$ cat config.mk
export PLATFORM = sky130hd
export DESIGN_NAME = tf_loader_flat
export DESIGN_NICKNAME = d
export VERILOG_FILES = /design/src/rtl/tf_loader_if.sv /design/src/rtl/tf_loader.sv /design/src/flat_wrapper.sv
export SDC_FILE = /design/constraint.sdc
export NUM_CORES = 1
export LEC_CHECK = 0
export CORE_MARGIN = 4
export CORE_UTILIZATION = 49
export DETAILED_ROUTE_END_ITERATION = 12
export PLACE_DENSITY = 0.9
export SLEW_MARGIN = 15
export SYNTH_ARGS = -nofsm -noshare
export SYNTH_HDL_FRONTEND = slang
export SYNTH_SLANG_ARGS = --single-unit
$ cat constraint.sdc
create_clock -name clk -period 22.9 [get_ports clk]
set_input_delay 4.58 -clock clk [delete_from_list [all_inputs] [get_ports clk]]
set_output_delay 4.58 -clock clk [all_outputs]
set_load 0.01 [all_outputs]
$ cat src/rtl/tf_loader_if.sv
// Valid/ready word stream feeding the twiddle-factor loader.
// The master drives s_valid/s_data and the slave returns s_ready.
`ifndef D_width
`define D_width 16
`endif

interface tf_loader_if #(
  parameter int DW = `D_width
);
  logic          s_valid;
  logic          s_ready;
  logic [DW-1:0] s_data;

  modport master (output s_valid, output s_data, input s_ready);
  modport slave  (input s_valid, input s_data, output s_ready);
endinterface

$ cat src/rtl/tf_loader.sv
// Twiddle-factor loader: per level, 15 base words then 14 constant words, then a commit strobe.
// Optional macro TF_LOAD_RANGE_CHK_EN zeroes words >= modulus and raises a sticky err.
//   state      | meaning
//   IDLE       | waiting for start
//   LOAD_BASE  | accepting base words 0..14
//   LOAD_CONST | accepting constant words 0..13
//   COMMIT     | one-cycle load_wen for the current depth
//   DONE       | one-cycle done pulse
`ifndef D_width
`define D_width 16
`endif

module tf_loader #(
  parameter int LEVELS = 3,
  parameter int DW     = `D_width
) (
  input  logic          clk,
  input  logic          rst,
  input  logic          start,
  input  logic [DW-1:0] modulus,
  tf_loader_if.slave    s,
  output logic [DW-1:0] TF_base_out0,
  output logic [DW-1:0] TF_base_out1,
  output logic [DW-1:0] TF_base_out2,
  output logic [DW-1:0] TF_base_out3,
  output logic [DW-1:0] TF_base_out4,
  output logic [DW-1:0] TF_base_out5,
  output logic [DW-1:0] TF_base_out6,
  output logic [DW-1:0] TF_base_out7,
  output logic [DW-1:0] TF_base_out8,
  output logic [DW-1:0] TF_base_out9,
  output logic [DW-1:0] TF_base_out10,
  output logic [DW-1:0] TF_base_out11,
  output logic [DW-1:0] TF_base_out12,
  output logic [DW-1:0] TF_base_out13,
  output logic [DW-1:0] TF_base_out14,
  output logic [DW-1:0] TF_const_out0,
  output logic [DW-1:0] TF_const_out1,
  output logic [DW-1:0] TF_const_out2,
  output logic [DW-1:0] TF_const_out3,
  output logic [DW-1:0] TF_const_out4,
  output logic [DW-1:0] TF_const_out5,
  output logic [DW-1:0] TF_const_out6,
  output logic [DW-1:0] TF_const_out7,
  output logic [DW-1:0] TF_const_out8,
  output logic [DW-1:0] TF_const_out9,
  output logic [DW-1:0] TF_const_out10,
  output logic [DW-1:0] TF_const_out11,
  output logic [DW-1:0] TF_const_out12,
  output logic [DW-1:0] TF_const_out13,
  output logic          load_wen,
  output logic [DW-1:0] load_depth,
  output logic          busy,
  output logic          done,
  output logic          err
);

  typedef enum logic [2:0] {
    IDLE,
    LOAD_BASE,
    LOAD_CONST,
    COMMIT,
    DONE
  } state_t;

  state_t        state;
  logic [3:0]    count;
  logic [DW-1:0] depth;
  logic          rdy_q;
  logic [DW-1:0] base_q [15];
  logic [DW-1:0] cnst_q [14];
  logic          hs;
  logic [DW-1:0] word;

  assign s.s_ready = rdy_q;
  assign hs        = s.s_valid && rdy_q;

`ifdef TF_LOAD_RANGE_CHK_EN
  logic word_bad;
  assign word_bad = (s.s_data >= modulus);
  assign word     = word_bad ? '0 : s.s_data;
`else
  logic unused_modulus;
  assign unused_modulus = ^modulus;
  assign word           = s.s_data;
  assign err            = 1'b0;
`endif

  always_ff @(posedge clk or posedge rst) begin
    if (rst) begin
      state      <= IDLE;
      count      <= '0;
      depth      <= '0;
      rdy_q      <= 1'b0;
      base_q     <= '{default: '0};
      cnst_q     <= '{default: '0};
      load_wen   <= 1'b0;
      load_depth <= '0;
      busy       <= 1'b0;
      done       <= 1'b0;
`ifdef TF_LOAD_RANGE_CHK_EN
      err        <= 1'b0;
`endif
    end else begin
      load_wen <= 1'b0;
      done     <= 1'b0;
      unique case (state)
        IDLE: begin
          if (start) begin
            state <= LOAD_BASE;
            count <= '0;
            depth <= '0;
            busy  <= 1'b1;
            rdy_q <= 1'b1;
`ifdef TF_LOAD_RANGE_CHK_EN
            err   <= 1'b0;
`endif
          end
        end
        LOAD_BASE: begin
          if (hs) begin
            base_q[count] <= word;
`ifdef TF_LOAD_RANGE_CHK_EN
            if (word_bad) err <= 1'b1;
`endif
            if (count == 4'd14) begin
              count <= '0;
              state <= LOAD_CONST;
            end else begin
              count <= count + 4'd1;
            end
          end
        end
        LOAD_CONST: begin
          if (hs) begin
            cnst_q[count] <= word;
`ifdef TF_LOAD_RANGE_CHK_EN
            if (word_bad) err <= 1'b1;
`endif
            if (count == 4'd13) begin
              count      <= '0;
              state      <= COMMIT;
              rdy_q      <= 1'b0;
              load_wen   <= 1'b1;
              load_depth <= depth;
            end else begin
              count <= count + 4'd1;
            end
          end
        end
        COMMIT: begin
          if (depth == DW'(LEVELS - 1)) begin
            state <= DONE;
            done  <= 1'b1;
          end else begin
            depth <= depth + 1'b1;
            state <= LOAD_BASE;
            rdy_q <= 1'b1;
          end
        end
        DONE: begin
          state <= IDLE;
          busy  <= 1'b0;
        end
        default: state <= IDLE;
      endcase
    end
  end

  assign TF_base_out0   = base_q[0];
  assign TF_base_out1   = base_q[1];
  assign TF_base_out2   = base_q[2];
  assign TF_base_out3   = base_q[3];
  assign TF_base_out4   = base_q[4];
  assign TF_base_out5   = base_q[5];
  assign TF_base_out6   = base_q[6];
  assign TF_base_out7   = base_q[7];
  assign TF_base_out8   = base_q[8];
  assign TF_base_out9   = base_q[9];
  assign TF_base_out10  = base_q[10];
  assign TF_base_out11  = base_q[11];
  assign TF_base_out12  = base_q[12];
  assign TF_base_out13  = base_q[13];
  assign TF_base_out14  = base_q[14];
  assign TF_const_out0  = cnst_q[0];
  assign TF_const_out1  = cnst_q[1];
  assign TF_const_out2  = cnst_q[2];
  assign TF_const_out3  = cnst_q[3];
  assign TF_const_out4  = cnst_q[4];
  assign TF_const_out5  = cnst_q[5];
  assign TF_const_out6  = cnst_q[6];
  assign TF_const_out7  = cnst_q[7];
  assign TF_const_out8  = cnst_q[8];
  assign TF_const_out9  = cnst_q[9];
  assign TF_const_out10 = cnst_q[10];
  assign TF_const_out11 = cnst_q[11];
  assign TF_const_out12 = cnst_q[12];
  assign TF_const_out13 = cnst_q[13];

endmodule

$ cat src/flat_wrapper.sv
// flat-port wrapper written by rule: the top's interface ports become plain ports
module tf_loader_flat 
#(
  parameter int LEVELS = 3,
  parameter int DW     = `D_width
)
  (clk, rst, start, modulus, TF_base_out0, TF_base_out1, TF_base_out2, TF_base_out3, TF_base_out4, TF_base_out5, TF_base_out6, TF_base_out7, TF_base_out8, TF_base_out9, TF_base_out10, TF_base_out11, TF_base_out12, TF_base_out13, TF_base_out14, TF_const_out0, TF_const_out1, TF_const_out2, TF_const_out3, TF_const_out4, TF_const_out5, TF_const_out6, TF_const_out7, TF_const_out8, TF_const_out9, TF_const_out10, TF_const_out11, TF_const_out12, TF_const_out13, load_wen, load_depth, busy, done, err, s_s_valid, s_s_data, s_s_ready);
  tf_loader_if #(.DW(DW)) s_i ();
  input  logic clk;
  input  logic rst;
  input  logic start;
  input  logic [DW-1:0] modulus;
  output logic [DW-1:0] TF_base_out0;
  output logic [DW-1:0] TF_base_out1;
  output logic [DW-1:0] TF_base_out2;
  output logic [DW-1:0] TF_base_out3;
  output logic [DW-1:0] TF_base_out4;
  output logic [DW-1:0] TF_base_out5;
  output logic [DW-1:0] TF_base_out6;
  output logic [DW-1:0] TF_base_out7;
  output logic [DW-1:0] TF_base_out8;
  output logic [DW-1:0] TF_base_out9;
  output logic [DW-1:0] TF_base_out10;
  output logic [DW-1:0] TF_base_out11;
  output logic [DW-1:0] TF_base_out12;
  output logic [DW-1:0] TF_base_out13;
  output logic [DW-1:0] TF_base_out14;
  output logic [DW-1:0] TF_const_out0;
  output logic [DW-1:0] TF_const_out1;
  output logic [DW-1:0] TF_const_out2;
  output logic [DW-1:0] TF_const_out3;
  output logic [DW-1:0] TF_const_out4;
  output logic [DW-1:0] TF_const_out5;
  output logic [DW-1:0] TF_const_out6;
  output logic [DW-1:0] TF_const_out7;
  output logic [DW-1:0] TF_const_out8;
  output logic [DW-1:0] TF_const_out9;
  output logic [DW-1:0] TF_const_out10;
  output logic [DW-1:0] TF_const_out11;
  output logic [DW-1:0] TF_const_out12;
  output logic [DW-1:0] TF_const_out13;
  output logic load_wen;
  output logic [DW-1:0] load_depth;
  output logic busy;
  output logic done;
  output logic err;
  input wire logic [$bits(s_i.s_valid)-1:0] s_s_valid;
  input wire logic [$bits(s_i.s_data)-1:0] s_s_data;
  output wire logic [$bits(s_i.s_ready)-1:0] s_s_ready;
  assign s_i.s_valid = s_s_valid;
  assign s_i.s_data = s_s_data;
  assign s_s_ready = s_i.s_ready;
  tf_loader #(.LEVELS(LEVELS), .DW(DW)) u_core (.clk(clk), .rst(rst), .start(start), .modulus(modulus), .s(s_i), .TF_base_out0(TF_base_out0), .TF_base_out1(TF_base_out1), .TF_base_out2(TF_base_out2), .TF_base_out3(TF_base_out3), .TF_base_out4(TF_base_out4), .TF_base_out5(TF_base_out5), .TF_base_out6(TF_base_out6), .TF_base_out7(TF_base_out7), .TF_base_out8(TF_base_out8), .TF_base_out9(TF_base_out9), .TF_base_out10(TF_base_out10), .TF_base_out11(TF_base_out11), .TF_base_out12(TF_base_out12), .TF_base_out13(TF_base_out13), .TF_base_out14(TF_base_out14), .TF_const_out0(TF_const_out0), .TF_const_out1(TF_const_out1), .TF_const_out2(TF_const_out2), .TF_const_out3(TF_const_out3), .TF_const_out4(TF_const_out4), .TF_const_out5(TF_const_out5), .TF_const_out6(TF_const_out6), .TF_const_out7(TF_const_out7), .TF_const_out8(TF_const_out8), .TF_const_out9(TF_const_out9), .TF_const_out10(TF_const_out10), .TF_const_out11(TF_const_out11), .TF_const_out12(TF_const_out12), .TF_const_out13(TF_const_out13), .load_wen(load_wen), .load_depth(load_depth), .busy(busy), .done(done), .err(err));
endmodule
* Word-level counts from Yosys, hierarchy flattened
Index checks and enable logic that the tools add are counted.
Storage, ports and cells: bits in registers 507, output and inout port bits 485, logic and storage cells 101, input port bits 36
Operators by class: reductions and logical operators 15, bitwise operators 1, eq/ne operators 13, add/sub/neg operators 2, multiplexer cells 31, magnitude comparators 2
Operator list (number):
- $bwmux 240 | 1
- $bwmux 224 | 1
- $demux 16 s4 | 1
- $mux 16 | 3
- $pmux 16 s2 | 1
- $mux 4 | 5
- $mux 3 | 6
- $add 16x1->16 const B | 1
- $eq 16x2->1 const B | 1
- $pmux 3 s4 | 1
- $pmux 4 s3 | 1
- $reduce_and 5->1 | 2
- $mux 1 | 9
- $eq 4x4->1 const B | 2
- $ne 2x1->1 const B | 4
- $eq 3x2->1 const B | 2
- $reduce_and 2->1 | 3
- $reduce_and 3->1 | 2
- $reduce_bool 3->1 | 2
- $ge 5x5->1 const B | 1
- $lt 5x1->1 const B | 1
- $not 4->5 | 1
- $add 4x1->4 const B | 1
- $ne 2x2->1 const B | 2
- other kinds (8) | 10

* Longest topological paths before layout
Gate-level depths: netlist (run 1).
depth after elaboration 6, depth in mapped cells 8, mapped depth without buffers 7

* Least setup slack after synthesis (run 1)
No wires, ideal clock.
path kind input-to-reg, start point in s_s_valid, end point reg u_core.cnst_q (netlist bit u_core.TF_const_out3[0]), buffers on the path 1, stages on the path 6, data required time 22.772 ns, slack 16.714 ns, setup time 0.128 ns, arrival time 6.059 ns, path through nand2_1 -> or3_1 -> nor3_2 -> nand3_1 -> buf_2 -> mux2_1
Between the ends: longest elaborated chain between the ends 2
Ends and longest elaborated chain:
- from (decl) | line flat_wrapper.sv:47 | input wire logic [$bits(s_i.s_valid)-1:0] s_s_valid;
- $logic_and 1x1->1 | line tf_loader.sv:76 | assign hs = s.s_valid && rdy_q;
- $reduce_and 2->1 (no line)
- to (signal, indexed assignment) | line tf_loader.sv:136 | cnst_q[count] <= word;
- to (decl) | line tf_loader.sv:71 | logic [DW-1:0] cnst_q [14];
No other way between the ends. A chain may end at the register's enable or synchronous reset.

* Worst setup path after layout (run 1)
start point in s_s_valid, end point reg u_core.base_q (netlist bit u_core.TF_base_out3[13])
Between the ends: longest elaborated chain between the ends 2
Ends and longest elaborated chain:
- $logic_and 1x1->1 | line tf_loader.sv:76
- $reduce_and 2->1 (no line)
- to (signal, indexed assignment) | line tf_loader.sv:122 | base_q[count] <= word;
- to (decl) | line tf_loader.sv:70 | logic [DW-1:0] base_q [15];
No other way between the ends.

==> impl_metrics.yaml, run 1 <==
status:
  outcome: "complete, no violations"
setup_path:
  r2r-end: "u_core.TF_base_out3[13]$_DFFE_PP0P_"
  cp.required_ns: 23.35
  rrSetupSlack_ns: 19.77
  crit_chain: "clkdlybuf4s50_1, nand2_1, or3_1, nor3_2, nand3_1, mux2_1"
  critPathMaxStageDelay_ns: 0.88
  start_kind: "input pin"
  worstSetupPathType: "input pin to flop"
  r2r_cells: 5
  arrival_ns: 7.53
  rr_startpoint: "u_core.state[1]$_DFFE_PP0P_"
  cp-end-kind: "flop"
  cpMaxStageDelayCell: "nand3_1"
  path_buf_inv: 1
  path_max_fanout: 16
  cp_top_family: "simple AND/OR/NAND/NOR gates"
die:
  dieArea_sq_um: 43200
  ios: 521
  fp.dieH_um: 208
  start_util_pct: 50.0
  core_sq_um: 39100
  placement_rows: 72
  fp.dieW_um: 208
finish:
  fill_cells: 2469
  mostFrequentLayoutCell: "dfrtp_1"
  final_cell_mix: "507 x dfrtp_1, 502 x clkdlybuf4s50_1, 383 x mux2_2, 98 x mux2_1, 52 x clkbuf_16"
  final_net_count: 1782
  drive_gt1_share_pct: 29.5
  stdcell_area_sq_um: 26900
  n_antenna_cell: 0
  area_growth_pct: 37.7
cts:
  cts.sinks: 507
  clock_latency_ns: 0.60
  cts_setup_buffers: 0
  root_buffer: "clkbuf_16"
  holdBufCountCts: 0
  cts_buffers: 52
  cts_buffer_depth: 3
  cts_resized: 0
  path_clk_slew_ns: 0.06
  cts_tree: "done"
  cts_max_level: 2
hold_path:
  hold_depth: 1
  hold_start: "u_core.TF_const_out1[8]$_DFFE_PP0P_"
  worstHoldPathType: "flop to flop"
  hold_path_end: "u_core.TF_const_out1[8]$_DFFE_PP0P_"
route:
  ant_nets: 0
  dr_total_vias: 12900
  wl_per_cell_um: 27.0
  drt_pre_antenna_iters: 5
  drtIter0Drc: 719
  drcViolationCount: 0
  routed_wl_mm: 62.1
  viasPerCell: 5.62
timing:
  tns_ns: 0
  worst_slack_ns: 15.82
  rsz0062_at_grt: "no"
  fin_crit_ns: 7.08
  skew_ns: 0.0269
  maxSlewHeadroom_pct: 16.0
  finalSetupViolCount: 0
  worst_pin_slew_ns: 1.26
  slew_violations: 0
  min_period_over_period_pct: 30.9
  fmax_ghz: 0.141
  finalHoldViolations: 0
logic_synthesis:
  yosys.area_share.adder_pct: 0.128
  synth_cells: 1261
  async_reset_ff_share_pct: 100
  synth_mux_area_share_pct: 27.7
  synth-seq-cells: 507
  synth_warnings: 0
  syn-num-nets: 1299
  netlist_top_cells_area: "dfrtp_1 65%, mux2_2 22%, mux2_1 5.6%, clkbuf_1 1.3%, buf_2 0.64%"
  synth_top_flop_cell: "dfrtp_1"
  synth-simple-area-share_pct: 3.10
  synth_edf_count: 0
  ys_seq_area_share_pct: 64.9
  avgSynthCellArea_sq_um: 15.5
  mappedNetlistArea_sq_um: 19600
  synth_top_area_share_pct: 64.9
  yosysTopAreaCell: "dfrtp_1"
  synth_cell_types: 45
  synth_top_family_by_area: "multiplexers"
  synth_xor_area_share_pct: 0.0896
  synth_compound_area_share_pct: 1.84
run:
  drv_cap: 0
grt:
  grt_pass1_vias: 14200
  grt_antenna_before_repair: 1
  grt_util_all_layers_pct: 28.1
  grt_overflow: 0
  grt_max_degree: 187
  grt_pass1_wl_mm: 93.0
power:
  power_density_nw_per_um2: 68.5
  leakagePower_uw: 0.0129
  vdd_ir_drop_max_uv: 68.3
placement:
  place_ws_ns: 15.26
  portBuffers: 503
  hpwl_mm: 40.6
  place.gp.congestion: 0.828
  post_dp_cell_area_sq_um: 25100
[per-layer routing]
layer / track usage [%] / wire length (um)
met1: 33.4 / 23400
met5: 0 / 0
met4: 12.0 / 3010
met2: 47.3 / 30600
met3: 9.13 / 5050
[worst register-to-register path: cells and delay by family, from the launching register on]
kind	cells	cell delay, ns
flops	1	0.51
mux	1	0.67
simple gates	4	1.82
[cell usage after synthesis (2+ instances only)]
cell and instances:
dfrtp_1 507, mux2_2 383, mux2_1 98, clkbuf_1 68, buf_2 25, nor2_1 25, nand2_1 23, o21ai_1 16
nand3_1 14, a21oi_1 8, nand4_1 8, o21ai_0 8, nor2b_1 7, nor3_2 6, o31ai_1 6, nand2b_1 5
inv_1 4, nor3_1 4, a31oi_1 3, o211ai_1 3, or3_1 3, or4_4 3, a41oi_1 2, and3_1 2
and3b_1 2, buf_1 2, buf_6 2, ha_1 2, nand4b_1 2, o41ai_1 2, or3b_2 2, or4_1 2
xor2_1 2
[final cells by class]
| class | instances | area (sq um) | share of cell area, % |
|---|---|---|---|
| Tap cell | 518 | 648 | 2.41 |
| Clock inverter | 19 | 295 | 1.10 |
| Multi-Input combinational cell | 652 | 6490 | 24.1 |
| Clock buffer | 75 | 1560 | 5.79 |
| Timing Repair Buffer | 527 | 5220 | 19.4 |
| Sequential cell | 507 | 12700 | 47.1 |
| Inverter | 4 | 22.5 | 0.0837 |
[kinds of logic (layout without fill, tap and decap cells)]
group / after synthesis / in the layout
AO/OA/AOI/OAI: 54 / 54
multiplexers: 482 / 482
buffers and inverters: 102 / 625
other: 1 / 1
AND/OR/NAND/NOR: 111 / 111
flip-flops: 507 / 507
adder cells (fa/ha/maj): 2 / 2
XOR/XNOR: 2 / 2
[metrics by stage]
| step | power, uW | hold WS, ns | instances | utilization (%) |
|---|---|---|---|---|
| detailed placement | 954 | 0.479 | 2208 | 64.1 |
| global route | 1900 | 0.505 | 2302 | 68.9 |
| global placement | 953 | 0.473 | 2208 | 64.1 |
| CTS | 1860 | 0.493 | 2302 | 68.9 |
| finish | 1840 | 0.491 | 2302 | 68.9 |
| floorplan | 935 | 0.465 | 1261 | - |
[power breakdown]
part           internal (uW)  leakage, uW  switching [uW]
combinational           5.84      0.00502            35.3
clock                    551     0.000916             356
sequential               896      0.00700               0
[worst max path at each step]
stage	startpoint	endpoint	slack, ns	cells past startpoint
after floorplan	rst	u_core.TF_base_out0[0]$_DFFE_PP0P_	4.16	1
after CTS	s_s_valid	u_core.TF_base_out3[13]$_DFFE_PP0P_	15.85	6
final	s_s_valid	u_core.TF_base_out3[13]$_DFFE_PP0P_	15.82	6
after detailed placement	s_s_valid	u_core.TF_base_out3[13]$_DFFE_PP0P_	15.26	6
after global placement	rst	u_core.TF_const_out12[1]$_DFFE_PP0P_	15.38	4
after global routing	rst	u_core.TF_const_out12[1]$_DFFE_PP0P_	15.56	4
Power figures use the tool's default switching activity.
==> inputs of run 2 (changes only) <==
CORE_UTILIZATION = 44   (was 49)
PLACE_DENSITY = 0.86   (was 0.9)
clock period = 6.1 ns   (was 22.9 ns; I/O delays follow)
==> run 2 against run 1 <==
Net effect: register-to-register slack got worse by 17 ns; wire length decreased by 0.41%; sequential power increased to 3.8 times the previous value; worst setup slack got worse by 13 ns; critical endpoint is now u_core.TF_const_out3[4]$_DFFE_PP0P_; non-clock buffer count increased by 2; clock skew about the same; worst hold slack got worse by 0.0024 ns; via count decreased by 0.91%; combinational power increased to 3.9 times the previous value; flip-flop and latch count unchanged; highest routed layer is now met5.
==> impl_metrics.yaml, run 2 (synthesized netlist as in run 1, its figures left out) <==
finish:
  final_util_pct: 61.6
  stdcell_area_sq_um: 26800
  area_growth_pct: 37.3
  final_cell_mix: "507 x dfrtp_1, 499 x clkdlybuf4s50_1, 383 x mux2_2, 98 x mux2_1, 51 x clkbuf_16"
  final_net_count: 1783
  mostFrequentLayoutCell: "dfrtp_1"
  drive_gt1_share_pct: 29.3
power:
  p_int_uw: 5150
  clkPwrFrac_pct: 46.6
  p_sw_share_pct: 22.0
  combPwrFrac_pct: 2.4
  vdd_ir_drop_max_uv: 214
  switching_power_uw: 1450
  leakagePower_uw: 0.0128
  seq_power_share_pct: 51.0
  power_density_nw_per_um2: 246
cts:
  path_clk_slew_ns: 0.06
  cts_resized: 0
  holdBufCountCts: 0
  cts_buffers: 51
  cts_setup_buffers: 0
  cts_max_level: 2
  clock_latency_ns: 0.60
  root_buffer: "clkbuf_16"
  cts_tree: "done"
  cts.sinks: 507
  cts_buffer_depth: 3
hold_path:
  hold_path_end: "u_core.TF_const_out8[5]$_DFFE_PP0P_"
  hold_depth: 1
  hold_start: "u_core.TF_const_out8[5]$_DFFE_PP0P_"
  worstHoldPathType: "flop to flop"
placement:
  portBuffers: 503
  hpwl_mm: 41.3
  post_dp_cell_area_sq_um: 25200
  place.gp.congestion: 0.828
setup_path:
  start_kind: "input pin"
  path_max_fanout: 16
  rrSetupSlack_ns: 3.12
  r2r-end: "u_core.TF_base_out6[12]$_DFFE_PP0P_"
  rr_startpoint: "u_core.state[1]$_DFFE_PP0P_"
  crit_path_start: "s_s_valid"
  cp.required_ns: 6.55
  r2r_cells: 5
  cp-end-kind: "flop"
  worstSetupPathType: "input pin to flop"
  arrival_ns: 3.97
timing:
  finalHoldViolations: 0
  finalSetupViolCount: 0
  maxSlewHeadroom_pct: 17.5
  fmax_ghz: 0.284
  skew_ns: 0.0266
  rsz0062_at_grt: "no"
  min_period_over_period_pct: 57.7
  slew_violations: 0
  worst_pin_slew_ns: 1.24
  fin_crit_ns: 3.52
die:
  fp.dieH_um: 219
  ios: 521
  placement_rows: 76
  core_sq_um: 43600
  dieArea_sq_um: 47900
  start_util_pct: 44.9
  fp.dieW_um: 219
route:
  dr_total_vias: 12800
  drcViolationCount: 0
  wl_per_cell_um: 26.1
  drt_pre_antenna_iters: 5
  drtIter0Drc: 729
  ant_nets: 0
  viasPerCell: 5.41
  routed_wl_mm: 61.8
grt:
  grt_util_all_layers_pct: 25.6
  grt_max_degree: 174
  grt_antenna_before_repair: 4
  grt_pass1_wl_mm: 91.6
  grt_pass1_vias: 13800
  grt_overflow: 0
run:
  drv_cap: 0
status:
  outcome: "complete, no violations"
==> run 2: cell count changes in the layout (fill, tap and decap cells not counted), sizes merged <==
cell / previous run / this run
buf: 25 / 30
bufinv: 7 / 2
clkbuf: 75 / 73
clkdlybuf4s50: 502 / 499
clkinv: 10 / 9
clkinvlp: 1 / 7
diode: 0 / 2
==> run 2: worst max path at each step <==
stage / endpoint / slack, ns / cells after the start
6_report: u_core.TF_const_out3[4]$_DFFE_PP0P_ / 2.58 / 6
5_1_grt: u_core.TF_base_out3[5]$_DFFE_PP0P_ / 2.46 / 6
4_1_cts: u_core.TF_const_out3[15]$_DFFE_PP0P_ / 2.60 / 6
3_5_place_dp: u_core.TF_const_out7[15]$_DFFE_PP0P_ / 1.99 / 6
3_3_place_gp: u_core.TF_const_out3[3]$_DFFE_PP0P_ / 2.07 / 6
2_1_floorplan: u_core.TF_base_out0[0]$_DFFE_PP0P_ / -2.00 / 1
==> run 2: final cells by class <==
cell class | count | area (sq um)
Timing Repair Buffer | 529 | 5260
Multi-Input combinational cell | 652 | 6490
Fill cell | 3138 | 16700
Tap cell | 585 | 732
Clock inverter | 19 | 196
Inverter | 4 | 18.8
Antenna cell | 2 | 5.00
Sequential cell | 507 | 12700
Clock buffer | 73 | 1460
==> run 2: power groups by stage <==
stage                     clock, uW  combinational [uW]  sequential [uW]
after floorplan                   0                81.7             3430
after global placement            0                 159             3420
after detailed placement          0                 164             3420
after CTS                      3150                 164             3360
after global routing           3290                 175             3360
final                          3070                 161             3360
==> run 2: through the flow <==
| stage | total power (uW) | TNS [ns] | hold WS (ns) | setup WS, ns | cells |
|---|---|---|---|---|---|
| after floorplan | 3510 | -1015.21 | 0.465 | -2.00 | 1261 |
| after global placement | 3580 | 0 | 0.473 | 2.07 | 2277 |
| after detailed placement | 3590 | 0 | 0.474 | 1.99 | 2277 |
| after CTS | 6670 | 0 | 0.488 | 2.60 | 2369 |
| after global routing | 6830 | 0 | 0.501 | 2.46 | 2369 |
| final | 6600 | 0 | 0.488 | 2.58 | 2371 |
==> run 2: worst max-delay path, stage by stage <==
cell,delay (ns)
clkdlybuf4s50_1,0.51
nand2_1,0.15
or3_1,0.45
nor3_2,0.23
nand3_1,0.76
mux2_1,0.63
==> run 2: routing by layer <==
| metal | track usage (%) | routed length [um] | up-vias |
|---|---|---|---|
| li1 | - | - | 5433 |
| met1 | 32.4 | 24700 | 6734 |
| met3 | 7.82 | 4870 | 124 |
| met5 | 0 | 24 | - |
| met4 | 9.63 | 2500 | 4 |
| met2 | 41.7 | 29700 | 525 |
